<file path="src/rtl/gate_eval_arbiter.sv">
// gate_eval_arbiter: round-robin arbiter that shares one y = (a & b) | c evaluator
// among NUM_REQ requesters. Each transaction is IDLE -> GRANT -> DONE -> IDLE.
//
// Ports:
//   clk           - clock, rising-edge active
//   async_reset_n - asynchronous active-low reset
//   req           - per-requester level request
//   op_a/op_b/op_c- per-requester operand bits
//   gnt           - one-hot grant, high for the GRANT cycle
//   done          - one-hot completion pulse, high for the DONE cycle
//   y_out         - evaluation result, meaningful while y_valid is high
//   y_valid       - result strobe, coincident with done
//   busy          - high whenever the FSM is not idle
module gate_eval_arbiter #(
  parameter int unsigned NUM_REQ = 3
) (
  input  logic               clk,
  input  logic               async_reset_n,
  input  logic [NUM_REQ-1:0] req,
  input  logic [NUM_REQ-1:0] op_a,
  input  logic [NUM_REQ-1:0] op_b,
  input  logic [NUM_REQ-1:0] op_c,
  output logic [NUM_REQ-1:0] gnt,
  output logic [NUM_REQ-1:0] done,
  output logic               y_out,
  output logic               y_valid,
  output logic               busy
);

  localparam int unsigned IdxW = (NUM_REQ > 1) ? $clog2(NUM_REQ) : 1;
  localparam logic [IdxW-1:0] LastIdx = IdxW'(NUM_REQ - 1);
  localparam logic [NUM_REQ-1:0] OneLsb = NUM_REQ'(1);

  typedef enum logic [1:0] {
    StIdle,
    StGrant,
    StDone
  } state_e;

  state_e          state_q;
  logic [IdxW-1:0] winner_q;
  logic [IdxW-1:0] last_winner_q;

  // Round-robin pick: search starts one past the last winner and wraps.
  logic [IdxW-1:0] pick_idx;
  logic [IdxW-1:0] cand_idx;
  logic            pick_found;

  always_comb begin
    pick_idx   = '0;
    cand_idx   = '0;
    pick_found = 1'b0;
    for (int unsigned i = 1; i <= NUM_REQ; i++) begin
      cand_idx = IdxW'((32'(last_winner_q) + i) % NUM_REQ);
      if (!pick_found && req[cand_idx]) begin
        pick_found = 1'b1;
        pick_idx   = cand_idx;
      end
    end
  end

  always_ff @(posedge clk or negedge async_reset_n) begin
    if (!async_reset_n) begin
      state_q       <= StIdle;
      winner_q      <= '0;
      last_winner_q <= LastIdx;
      gnt           <= '0;
      done          <= '0;
      y_out         <= 1'b0;
      y_valid       <= 1'b0;
      busy          <= 1'b0;
    end else begin
      unique case (state_q)
        StIdle: begin
          done    <= '0;
          y_valid <= 1'b0;
          if (pick_found) begin
            winner_q <= pick_idx;
            gnt      <= OneLsb << pick_idx;
            busy     <= 1'b1;
            state_q  <= StGrant;
          end else begin
            gnt  <= '0;
            busy <= 1'b0;
          end
        end
        StGrant: begin
          gnt           <= '0;
          // The rotation pointer advances whether the transaction completes or aborts.
          last_winner_q <= winner_q;
          if (req[winner_q]) begin
            y_out   <= (op_a[winner_q] & op_b[winner_q]) | op_c[winner_q];
            done    <= OneLsb << winner_q;
            y_valid <= 1'b1;
            state_q <= StDone;
          end else begin
            // Abort: y_out keeps its previous value.
            busy    <= 1'b0;
            state_q <= StIdle;
          end
        end
        StDone: begin
          done    <= '0;
          y_valid <= 1'b0;
          busy    <= 1'b0;
          state_q <= StIdle;
        end
        default: begin
          gnt     <= '0;
          done    <= '0;
          y_valid <= 1'b0;
          busy    <= 1'b0;
          state_q <= StIdle;
        end
      endcase
    end
  end

endmodule

</file>
<file path="config.mk">
export PLATFORM = sky130hd
export DESIGN_NAME = gate_eval_arbiter
export DESIGN_NICKNAME = d
export VERILOG_FILES = /design/src/rtl/gate_eval_arbiter.sv
export SDC_FILE = /design/constraint.sdc
export NUM_CORES = 1
export LEC_CHECK = 0
export ABC_CLOCK_PERIOD_IN_PS = 2200
export CAP_MARGIN = 20
export CORE_UTILIZATION = 30
export CTS_CLUSTER_DIAMETER = 100
export DETAILED_ROUTE_END_ITERATION = 10
export PLACE_DENSITY = 0.65
export SYNTH_ARGS = -nofsm -noshare
export SYNTH_HDL_FRONTEND = slang
export SYNTH_SLANG_ARGS = --single-unit
export TNS_END_PERCENT = 5
</file>
<file path="constraint.sdc">
create_clock -name clk -period 2.2 [get_ports clk]
set_clock_uncertainty 0.05 [all_clocks]
set_input_delay 0.44 -clock clk [delete_from_list [all_inputs] [get_ports clk]]
set_output_delay 0.44 -clock clk [all_outputs]
set_load 0.01 [all_outputs]
</file>
==> results of run 1 <==
==> layer usage <==
layer / part of all wire / wire (um)
met1: 0.46 / 804
met2: 0.48 / 845
met3: 0.042 / 73
met4: 0.014 / 25
met5: 0 / 0
==> power by group through the flow <==
| stage | combinational [W] | sequential, W | clock, W |
|---|---|---|---|
| 2_1_floorplan | 0.000554 | 0.000489 | 0 |
| 3_3_place_gp | 0.000759 | 0.000496 | 0 |
| 3_5_place_dp | 0.000778 | 0.000497 | 0 |
| 4_1_cts | 0.000782 | 0.000492 | 0.000165 |
| 5_1_grt | 0.000860 | 0.000507 | 0.000174 |
| 6_report | 0.000777 | 0.000491 | 0.000158 |
==> tightest hold or removal path, delay by kind of cell, from the launching register on <==
kind	cells	cell delay, ns
flip-flops	1	0.36
AND/OR/NAND/NOR	2	0.11
==> cell families after synthesis <==
| logic type | count (synthesis) | synth area share |
|---|---|---|
| buf+inv | 9 | 0.0504 |
| flops | 15 | 0.447 |
| fa+ha+maj | 3 | 0.0445 |
| mux | 4 | 0.0504 |
| compound gates | 26 | 0.242 |
| simple gates | 27 | 0.166 |
==> through the flow <==
stage	instances	hold slack [ns]	worst slack, ns	total power, W
floorplan	84	0.0944	0.357	0.00104
global placement	135	0.429	0.126	0.00126
detailed placement	135	0.433	0.0575	0.00127
CTS	139	0.452	0.202	0.00144
global route	139	0.479	0.0862	0.00154
finish	139	0.447	0.198	0.00143
==> synth_stat cells (all sizes together) (3+ instances only) <==
cell     n  area [sq um]
ha       3          37.5
inv      6          22.5
a21oi   10          50.1
nor2b    3          18.8
dfrtp   14           350
nor2     7          26.3
nand2    7          26.3
nand2b   4          27.5
==> layout make-up <==
| class | instances | share of cell area |
|---|---|---|
| clock buffer | 3 | 0.0200 |
| clock inverter | 1 | 0.00445 |
| inverter | 6 | 0.0200 |
| multi-input combinational | 60 | 0.378 |
| sequential | 15 | 0.335 |
| tap | 30 | 0.0334 |
| timing repair buffer | 24 | 0.209 |
==> registers in the layout (all words and copies together), names as in the netlist <==
register and flops:
busy 1, done 3, gnt 3, last_winner_q 2, state_q 2, winner_q 2
y_out 1, y_valid 1
==> how the worst min path moves through the flow <==
stage / start / end / slack (ns) / cells past startpoint
5_1_grt: state_q[0] / gnt[2] / 0.48 / 1
3_5_place_dp: busy / busy / 0.43 / 2
4_1_cts: state_q[0] / gnt[2] / 0.45 / 1
3_3_place_gp: busy / busy / 0.43 / 2
2_1_floorplan: async_reset_n / busy / 0.09 / 0
6_report: busy / busy / 0.45 / 2
==> run_results.csv, run 1 <==
group,metric,value,unit
status,status,"completed",
final_layout,drive_above_1_share,0.147,
global_routing,grt_max_degree,16,
synthesis,syn_avg_cell_area,10.0,sq um
power,power.switching,0.000582,W
routing,routed_via_density,4.84,
placed_design,dp_hpwl,1.37,mm
routing,drt_iter0_markers,0,
global_routing,grt_use_total,0.137,
sta,timing.fmax,0.500,GHz
setup_path,slowest_stage,"dfstp_2",
routing,drtPass1Iterations,1,
synthesis,syn_area,843,sq um
power,combPwrFrac,0.545,
cts,cts_root_buf,"clkbuf_4",
setup_path,crit_path_max_incr_delay,0.55,ns
sta,worst_pin_slew,0.666,ns
floorplan,die_x,55.0,um
placed_design,place_congestion,0.776,
routing,routed_wl,1.75,mm
synthesis,ys_async_sr_fraction,1.00,
synthesis,synth_warnings,0,
final_layout,fill_cells,256,
sta,slew-limit-headroom,0.555,
floorplan,rows,18,
synthesis,synthCells,84,
setup_path,worstSetupStartpoint,"last_winner_q[1]",
setup_path,reg2regPathDepth,7,
global_routing,overflow,0,
setup_path,critPathKind,"flop to flop",
cts,clk_path_buf_depth,2,
setup_path,crit_path_max_fanout,6,
floorplan,die_h,55.0,um
job,cap_violations,0,
setup_path,path_depth,7,
routing,ant_nets,0,
setup_path,end_kind,"flop",
power,clkPwrFrac,0.111,
cts,cts_hold_buffers,0,
sta,rsz0062_at_grt,"false",
floorplan,start_util,0.328,
synthesis,ys_ff_latch,15,
sta,fin_crit,2.00,ns
sta,final.setup.tns,0,ns
final_layout,final_nets,127,
floorplan,core_area,0.00257,sq mm
setup_path,reg2reg_from,"last_winner_q[1]",
cts,cts_tree,"built",
synthesis,seq_area_frac_synth,0.447,
cts,clk_pin_slew_worst_paths,0.09,ns
routing,vias,673,
global_routing,antenna_found_initial,0,
setup_path,path_buf_inv,1,
final_layout,final_core_util,0.438,
global_routing,met1_usage,0.162,
sta,finalHoldViolCount,0,
cts,cts_setup_buffers,0,
setup_path,start_kind,"flop",
final_layout,multi_input_area,424,sq um
global_routing,grt_pass1_vias,668,
final_layout,ff_latch_area,377,sq um
floorplan,io_pins,23,
final_layout,num_antenna_cells,0,
sta,maxSlewViolCount,0,
placed_design,postPlaceCellArea,0.00110,sq mm
final_layout,final_area,0.00112,sq mm
global_routing,grt_use_met3,0.0492,
routing,wl_per_cell,12.6,um
cts,clkSinkCount,15,
synthesis,synth.net_count,101,
worst_hold_path,worstHoldPathType,"flop to flop",
cts,cts_buffers,3,
power,internal-power,0.000843,W
final_layout,layout_common_cells,"22 x clkdlybuf4s50_1, 14 x dfrtp_1, 10 x a21oi_1, 7 x nor2_1, 7 x nand2_1",
routing,route.detailed.drc,0,
cts,cts_resized,0,
synthesis,synth_flop_cell,"dfrtp_1",
setup_path,r2r_end,"gnt[0]",
setup_path,critPathRequiredTime,2.32,ns
floorplan,dieArea,0.00303,sq mm
global_routing,grt_util_met2,0.223,
power,p_per_area,1270,mW/mm^2
setup_path,cp.arrival,2.12,ns
placed_design,io_buffers,22,
synthesis,synthDistinctLibCells,32,
final_layout,layout_commonest_cell,"clkdlybuf4s50_1",
sta,setup_viol_count_final,0,
power,ir_worst_vdd,0.768,mV
power,power_frac_seq,0.344,
global_routing,busiest_layer,"met2",
setup_path,r2r_setup_slack,0.20,ns
setup_path,critical_path.top_delay_family,"compound AO/OA/AOI/OAI gates",
synthesis,synth-edff-count,0,
final_layout,syn_to_final_growth,33.2,%
setup_path,path_cells,"inv_1 > ha_1 > a221oi_2 > a32oi_2 > nand2b_1 > o31ai_1 > o21ai_0",
global_routing,grt_first_pass_wirelength,2.85,mm
setup_path,worstSetupEndpoint,"gnt[0]",
sta,period_share,0.910,
power,p_leak,0.481,nW
cts,clock_latency,0.29,ns
power,sw_frac_of_total,0.408,
cts,cts.htree.levels,1,
Note: power is estimated with default switching activity, not from simulation.
==> run 2, diff against run 1 <==
ABC_AREA = 1   (was not set)
==> run_results.csv, run 2 <==
group,metric,value,unit
setup_path,end_kind,"flop",
floorplan,start_util,0.319,
floorplan,rows,19,
final_layout,layout_commonest_cell,"nand2_1",
status,status,"completed",
placed_design,dp.cells,175,
routing,routed_wl,1.85,mm
synthesis,ys_ff_latch,15,
synthesis,synth_warnings,0,
synthesis,syn_area,878,sq um
sta,maxSlewViolCount,0,
synthesis,ys_async_sr_fraction,1.00,
sta,slew-limit-headroom,0.548,
setup_path,cp_common_cell,"nor2_2",
cts,cts_buffers,3,
final_layout,final_nets,166,
cts,clk_path_buf_depth,2,
power,ir_worst_vdd,0.615,mV
global_routing,grt_first_pass_wirelength,3.42,mm
routing,drt_iter0_markers,14,
job,cap_violations,0,
cts,clk_pin_slew_worst_paths,0.09,ns
routing,wl_per_cell,10.3,um
synthesis,seq_area_frac_synth,0.429,
setup_path,slowest_stage,"ha_1",
cts,cts_hold_buffers,0,
floorplan,io_pins,23,
global_routing,antenna_found_initial,0,
synthesis,synth.net_count,139,
placed_design,io_buffers,22,
sta,period_share,0.793,
routing,routed_via_density,4.63,
setup_path,crit_path_max_incr_delay,0.39,ns
cts,cts.htree.levels,1,
sta,rsz0062_at_grt,"false",
synthesis,synth_commonest_cells,"42 x nand2_1, 17 x inv_1, 14 x dfrtp_1",
cts,clkSinkCount,15,
sta,timing.fmax,0.573,GHz
setup_path,crit_path_max_fanout,8,
placed_design,place_congestion,0.786,
power,p_leak,0.589,nW
final_layout,num_antenna_cells,0,
global_routing,grt_max_degree,16,
synthesis,synth-edff-count,0,
setup_path,cp.arrival,1.86,ns
floorplan,core_area,0.00276,sq mm
sta,final.setup.tns,0,ns
synthesis,syn_avg_cell_area,7.20,sq um
setup_path,critPathRequiredTime,2.31,ns
setup_path,path_cells,"inv_1 > ha_1 > o21ai_0 > nand2_2 > nand3_1 > nor2_2 > nor2_2 > o21ai_1",
setup_path,critPathKind,"flop to flop",
final_layout,layout_common_cells,"42 x nand2_1, 22 x clkdlybuf4s50_1, 17 x inv_1, 14 x dfrtp_1, 12 x nand3_1",
final_layout,stdcell_count,179,
cts,cts_resized,0,
sta,fin_crit,1.74,ns
sta,finalHoldViolCount,0,
cts,cts_tree,"built",
setup_path,critical_path.top_delay_family,"simple AND/OR/NAND/NOR gates",
routing,ant_nets,0,
setup_path,start_kind,"flop",
routing,route.detailed.drc,0,
global_routing,grt_use_total,0.133,
global_routing,overflow,0,
cts,clock_latency,0.28,ns
setup_path,path_buf_inv,1,
synthesis,synth_flop_cell,"dfrtp_1",
floorplan,die_h,56.1,um
routing,vias,828,
synthesis,synth_area_leader_cell,"dfrtp_1",
worst_hold_path,worstHoldPathType,"flop to flop",
floorplan,dieArea,0.00315,sq mm
synthesis,synth_top_cell_area_share,0.399,
cts,cts_root_buf,"clkbuf_4",
global_routing,grt_pass1_vias,814,
sta,setup_viol_count_final,0,
power,p_per_area,1230,mW/mm^2
floorplan,die_x,56.1,um
synthesis,synthDistinctLibCells,20,
routing,drtPass1Iterations,4,
cts,cts_setup_buffers,0,
placed_design,dp_hpwl,1.48,mm
final_layout,drive_above_1_share,0.115,
synthesis,synth_most_common_cell,"nand2_1",
final_layout,syn_to_final_growth,32.6,%
synthesis,synthCells,122,
sta,worst_pin_slew,0.676,ns
final_layout,reg_top3,"done x3, gnt x3",
synthesis,synthTopCellsByArea,"dfrtp_1 40%, nand2_1 18%, inv_1 7.3%",
==> run 2: cell types whose count changed after synthesis, sizes merged, moves of 3 or more <==
cell    change
a21oi       -9
nor2        +5
inv        +13
o21ai       +9
nand2      +37
nor2b       -3
nand2b      -4
nand3      +12
==> run 2: final cells by class <==
| class | count | area [sq um] |
|---|---|---|
| inverters | 20 | 76.3 |
| clock inverters | 1 | 5.00 |
| fillers | 285 | 1590 |
| clock buffers | 3 | 22.5 |
| well taps | 31 | 38.8 |
| flip-flops and latches | 15 | 377 |
| repair buffers | 22 | 220 |
| multi-input cells | 87 | 425 |
==> run 2: logic make-up after synthesis <==
group / share of synthesized area
compound gates: 0.0983
flops: 0.429
buf+inv: 0.0869
fa+ha+maj: 0.0427
simple gates: 0.343
==> run 2: report_power, final <==
part / leakage, nW / internal [W] / total, W / switching, W
clock: 0.0177 / 0.0000673 / 0.000150 / 0.0000823
sequential: 0.193 / 0.000386 / 0.000449 / 0.0000636
combinational: 0.379 / 0.000327 / 0.000831 / 0.000504
==> run 2: worst paths after layout <==
kind / startpoint / end / slack, ns / cells past startpoint
worst max-delay path: last_winner_q[0] / gnt[1] / 0.46 / 8
worst min-delay path: gnt[0] / gnt[0] / 0.43 / 2
worst max register to register: last_winner_q[0] / gnt[1] / 0.46 / 8
worst min register to register: gnt[0] / gnt[0] / 0.43 / 2
max in group asynchronous: async_reset_n / gnt[1] / 1.15 / 1
min in group asynchronous: async_reset_n / winner_q[0] / 0.52 / 1
==> run 2: layer usage <==
metal	vias to the layer above	global-route usage	wire, um
li1	435	-	-
met1	381	0.175	909
met2	10	0.221	877
met3	2	0.0186	41
met4	0	0.0523	19
met5	-	0	0
==> run 2: stage by stage <==
stage	power (W)	hold slack, ns	setup slack, ns	util	instance area, sq um
2_1_floorplan	0.00102	0.0944	0.611	-	878
3_3_place_gp	0.00128	0.416	0.349	0.412	1140
3_5_place_dp	0.00129	0.422	0.311	0.412	1140
4_1_cts	0.00145	0.443	0.449	0.422	1160
5_1_grt	0.00159	0.462	0.287	0.422	1160
6_report	0.00143	0.434	0.456	0.422	1160
==> run 2: worst register-to-register path, delay by kind of cell (launching register included) <==
family / cells / cell delay (ns)
simple gates: 4 / 0.41
compound gates: 2 / 0.34
flops: 1 / 0.38
fa+ha+maj: 1 / 0.39
buf+inv: 1 / 0.07
==> run 3, diff against run 2 <==
ABC_CLOCK_PERIOD_IN_PS = 1590   (was 2200)
PLACE_DENSITY = 0.67   (was 0.65)
clock period = 1.59 ns   (was 2.2 ns; I/O delays follow)
==> run_results.csv, run 3 (synthesized netlist as in run 2, its figures left out) <==
group,metric,value,unit
power,p_per_area,1740,mW/mm^2
power,ir_worst_vdd,1.10,mV
cts,clkSinkCount,15,
placed_design,io_buffers,22,
global_routing,grt_pass1_vias,850,
setup_path,crit_path_max_incr_delay,0.58,ns
setup_path,path_cells,"ha_4 > inv_4 > nand2_1 > nand3_2 > nand2_4 > nand4_1 > nand2_2 > nand2_1 > nand2_1",
setup_path,worstSetupStartpoint,"last_winner_q[1]",
placed_design,dp_hpwl,1.58,mm
cts,cts_tree,"built",
global_routing,antenna_found_initial,0,
cts,cts_hold_buffers,0,
routing,wl_per_cell,11.1,um
power,combPwrFrac,0.640,
cts,clk_pin_slew_worst_paths,0.09,ns
sta,period_share,1.01,
final_layout,layout_commonest_cell,"nand2_1",
sta,fin_crit,1.61,ns
power,p_total,0.00234,W
floorplan,dieArea,0.00315,sq mm
routing,drt_iter0_markers,29,
power,internal-power,0.00128,W
final_layout,final_nets,177,
routing,route.detailed.drc,0,
floorplan,core_area,0.00276,sq mm
setup_path,critPathKind,"flop to flop",
sta,maxSlewViolCount,0,
global_routing,grt_use_total,0.142,
cts,cts_root_buf,"clkbuf_4",
setup_path,crit_path_max_fanout,8,
cts,cts_buffers,3,
floorplan,io_pins,23,
sta,slew-limit-headroom,0.782,
routing,ant_nets,0,
power,clkPwrFrac,0.091,
final_layout,fill_cells,275,
routing,vias,881,
final_layout,layout_common_cells,"37 x nand2_1, 17 x clkdlybuf4s50_1, 14 x dfrtp_1, 13 x inv_1, 11 x buf_4",
sta,rsz0062_at_grt,"true",
cts,cts.htree.levels,1,
setup_path,critPathRequiredTime,1.71,ns
final_layout,drive_above_1_share,0.296,
sta,finalHoldViolCount,0,
power,power.switching,0.00106,W
power,p_leak,0.726,nW
routing,drtPass1Iterations,4,
routing,routed_via_density,4.64,
sta,timing.fmax,0.620,GHz
power,power_frac_seq,0.270,
setup_path,reg2reg_from,"last_winner_q[1]",
setup_path,slowest_stage,"dfstp_2",
cts,clock_latency,0.28,ns
setup_path,end_kind,"flop",
setup_path,start_kind,"flop",
floorplan,die_x,56.1,um
setup_path,cp_common_cell,"nand2_1",
setup_path,cp.arrival,1.73,ns
floorplan,die_h,56.1,um
sta,worst_pin_slew,0.324,ns
floorplan,start_util,0.319,
placed_design,place_congestion,0.823,
sta,hold_ws,0.197,ns
floorplan,rows,19,
cts,clk_path_buf_depth,2,
power,sw_frac_of_total,0.453,
routing,routed_wl,2.12,mm
global_routing,grt_max_degree,12,
status,status,"complete, but fails checks",
final_layout,num_antenna_cells,0,
final_layout,reg_top3,"done x3, gnt x3",
job,cap_violations,0,
final_layout,syn_to_final_growth,53.0,%
sta,setup_ws,-0.0235,ns
status,violations,"negative setup slack",
global_routing,grt_first_pass_wirelength,3.55,mm
global_routing,overflow,0,
worst_hold_path,worstHoldPathType,"input pin to async pin",
sta,setup_viol_count_final,5,
==> run 3: cell type report <==
type,count,area [sq um],area share
Clock inverter,1,5.00,0.00372
Multi-Input combinational cell,87,507,0.377
Clock buffer,3,22.5,0.0168
Tap cell,31,38.8,0.0289
Inverter,20,78.8,0.0587
Sequential cell,15,377,0.280
Timing Repair Buffer,33,315,0.235
==> run 3: worst max-delay path: cells and delay by family, from the launching register on <==
kind	cells	cell delay, ns
AND/OR/NAND/NOR	7	0.57
flip-flops	1	0.58
buffers and inverters	1	0.07
adder cells (fa/ha/maj)	1	0.24
==> run 3: per-layer routing <==
metal,GRT usage,vias to the layer above,wire (um)
met1,0.189,402,977
met5,0,-,0
met2,0.231,19,1040
met3,0.0233,2,89
li1,-,458,-
met4,0.0523,0,8
==> run 3: power groups by stage <==
stage,combinational (W),clock [W],sequential (W)
after floorplan,0.000753,0,0.000655
after global placement,0.00125,0,0.000626
after detailed placement,0.00127,0,0.000626
after CTS,0.00135,0.000223,0.000626
after global routing,0.00167,0.000236,0.000647
final,0.00149,0.000212,0.000630
==> run 3: path summary, 6_finish.rpt <==
path,endpoint,slack (ns),cells past startpoint
hold / removal,winner_q[0],0.20,1
setup / recovery,gnt[2],-0.02,9
min in group clk,gnt[0],0.43,2
setup reg to reg,gnt[2],-0.02,9
hold reg to reg,gnt[0],0.43,2
max in group asynchronous,done[0],0.87,2
==> run 3: stage by stage <==
stage	instance area, sq um	setup slack, ns	setup TNS, ns	cells	util
floorplan	878	0.00144	0	122	-
detailed placement	1210	-0.133	-0.852	185	0.440
global route	1340	-0.127	-0.517	190	0.487
CTS	1260	-0.0183	-0.0523	189	0.458
global placement	1210	-0.135	-0.802	185	0.440
finish	1340	-0.0235	-0.0832	190	0.487
==> run 3: what timing repair did <==
action                     4_1_cts  5_1_grt
setup endpoints to repair        7       12
gates resized for setup          9       21
setup buffers                    0        1
pin swaps                        1        8
hold endpoints to repair         0        0
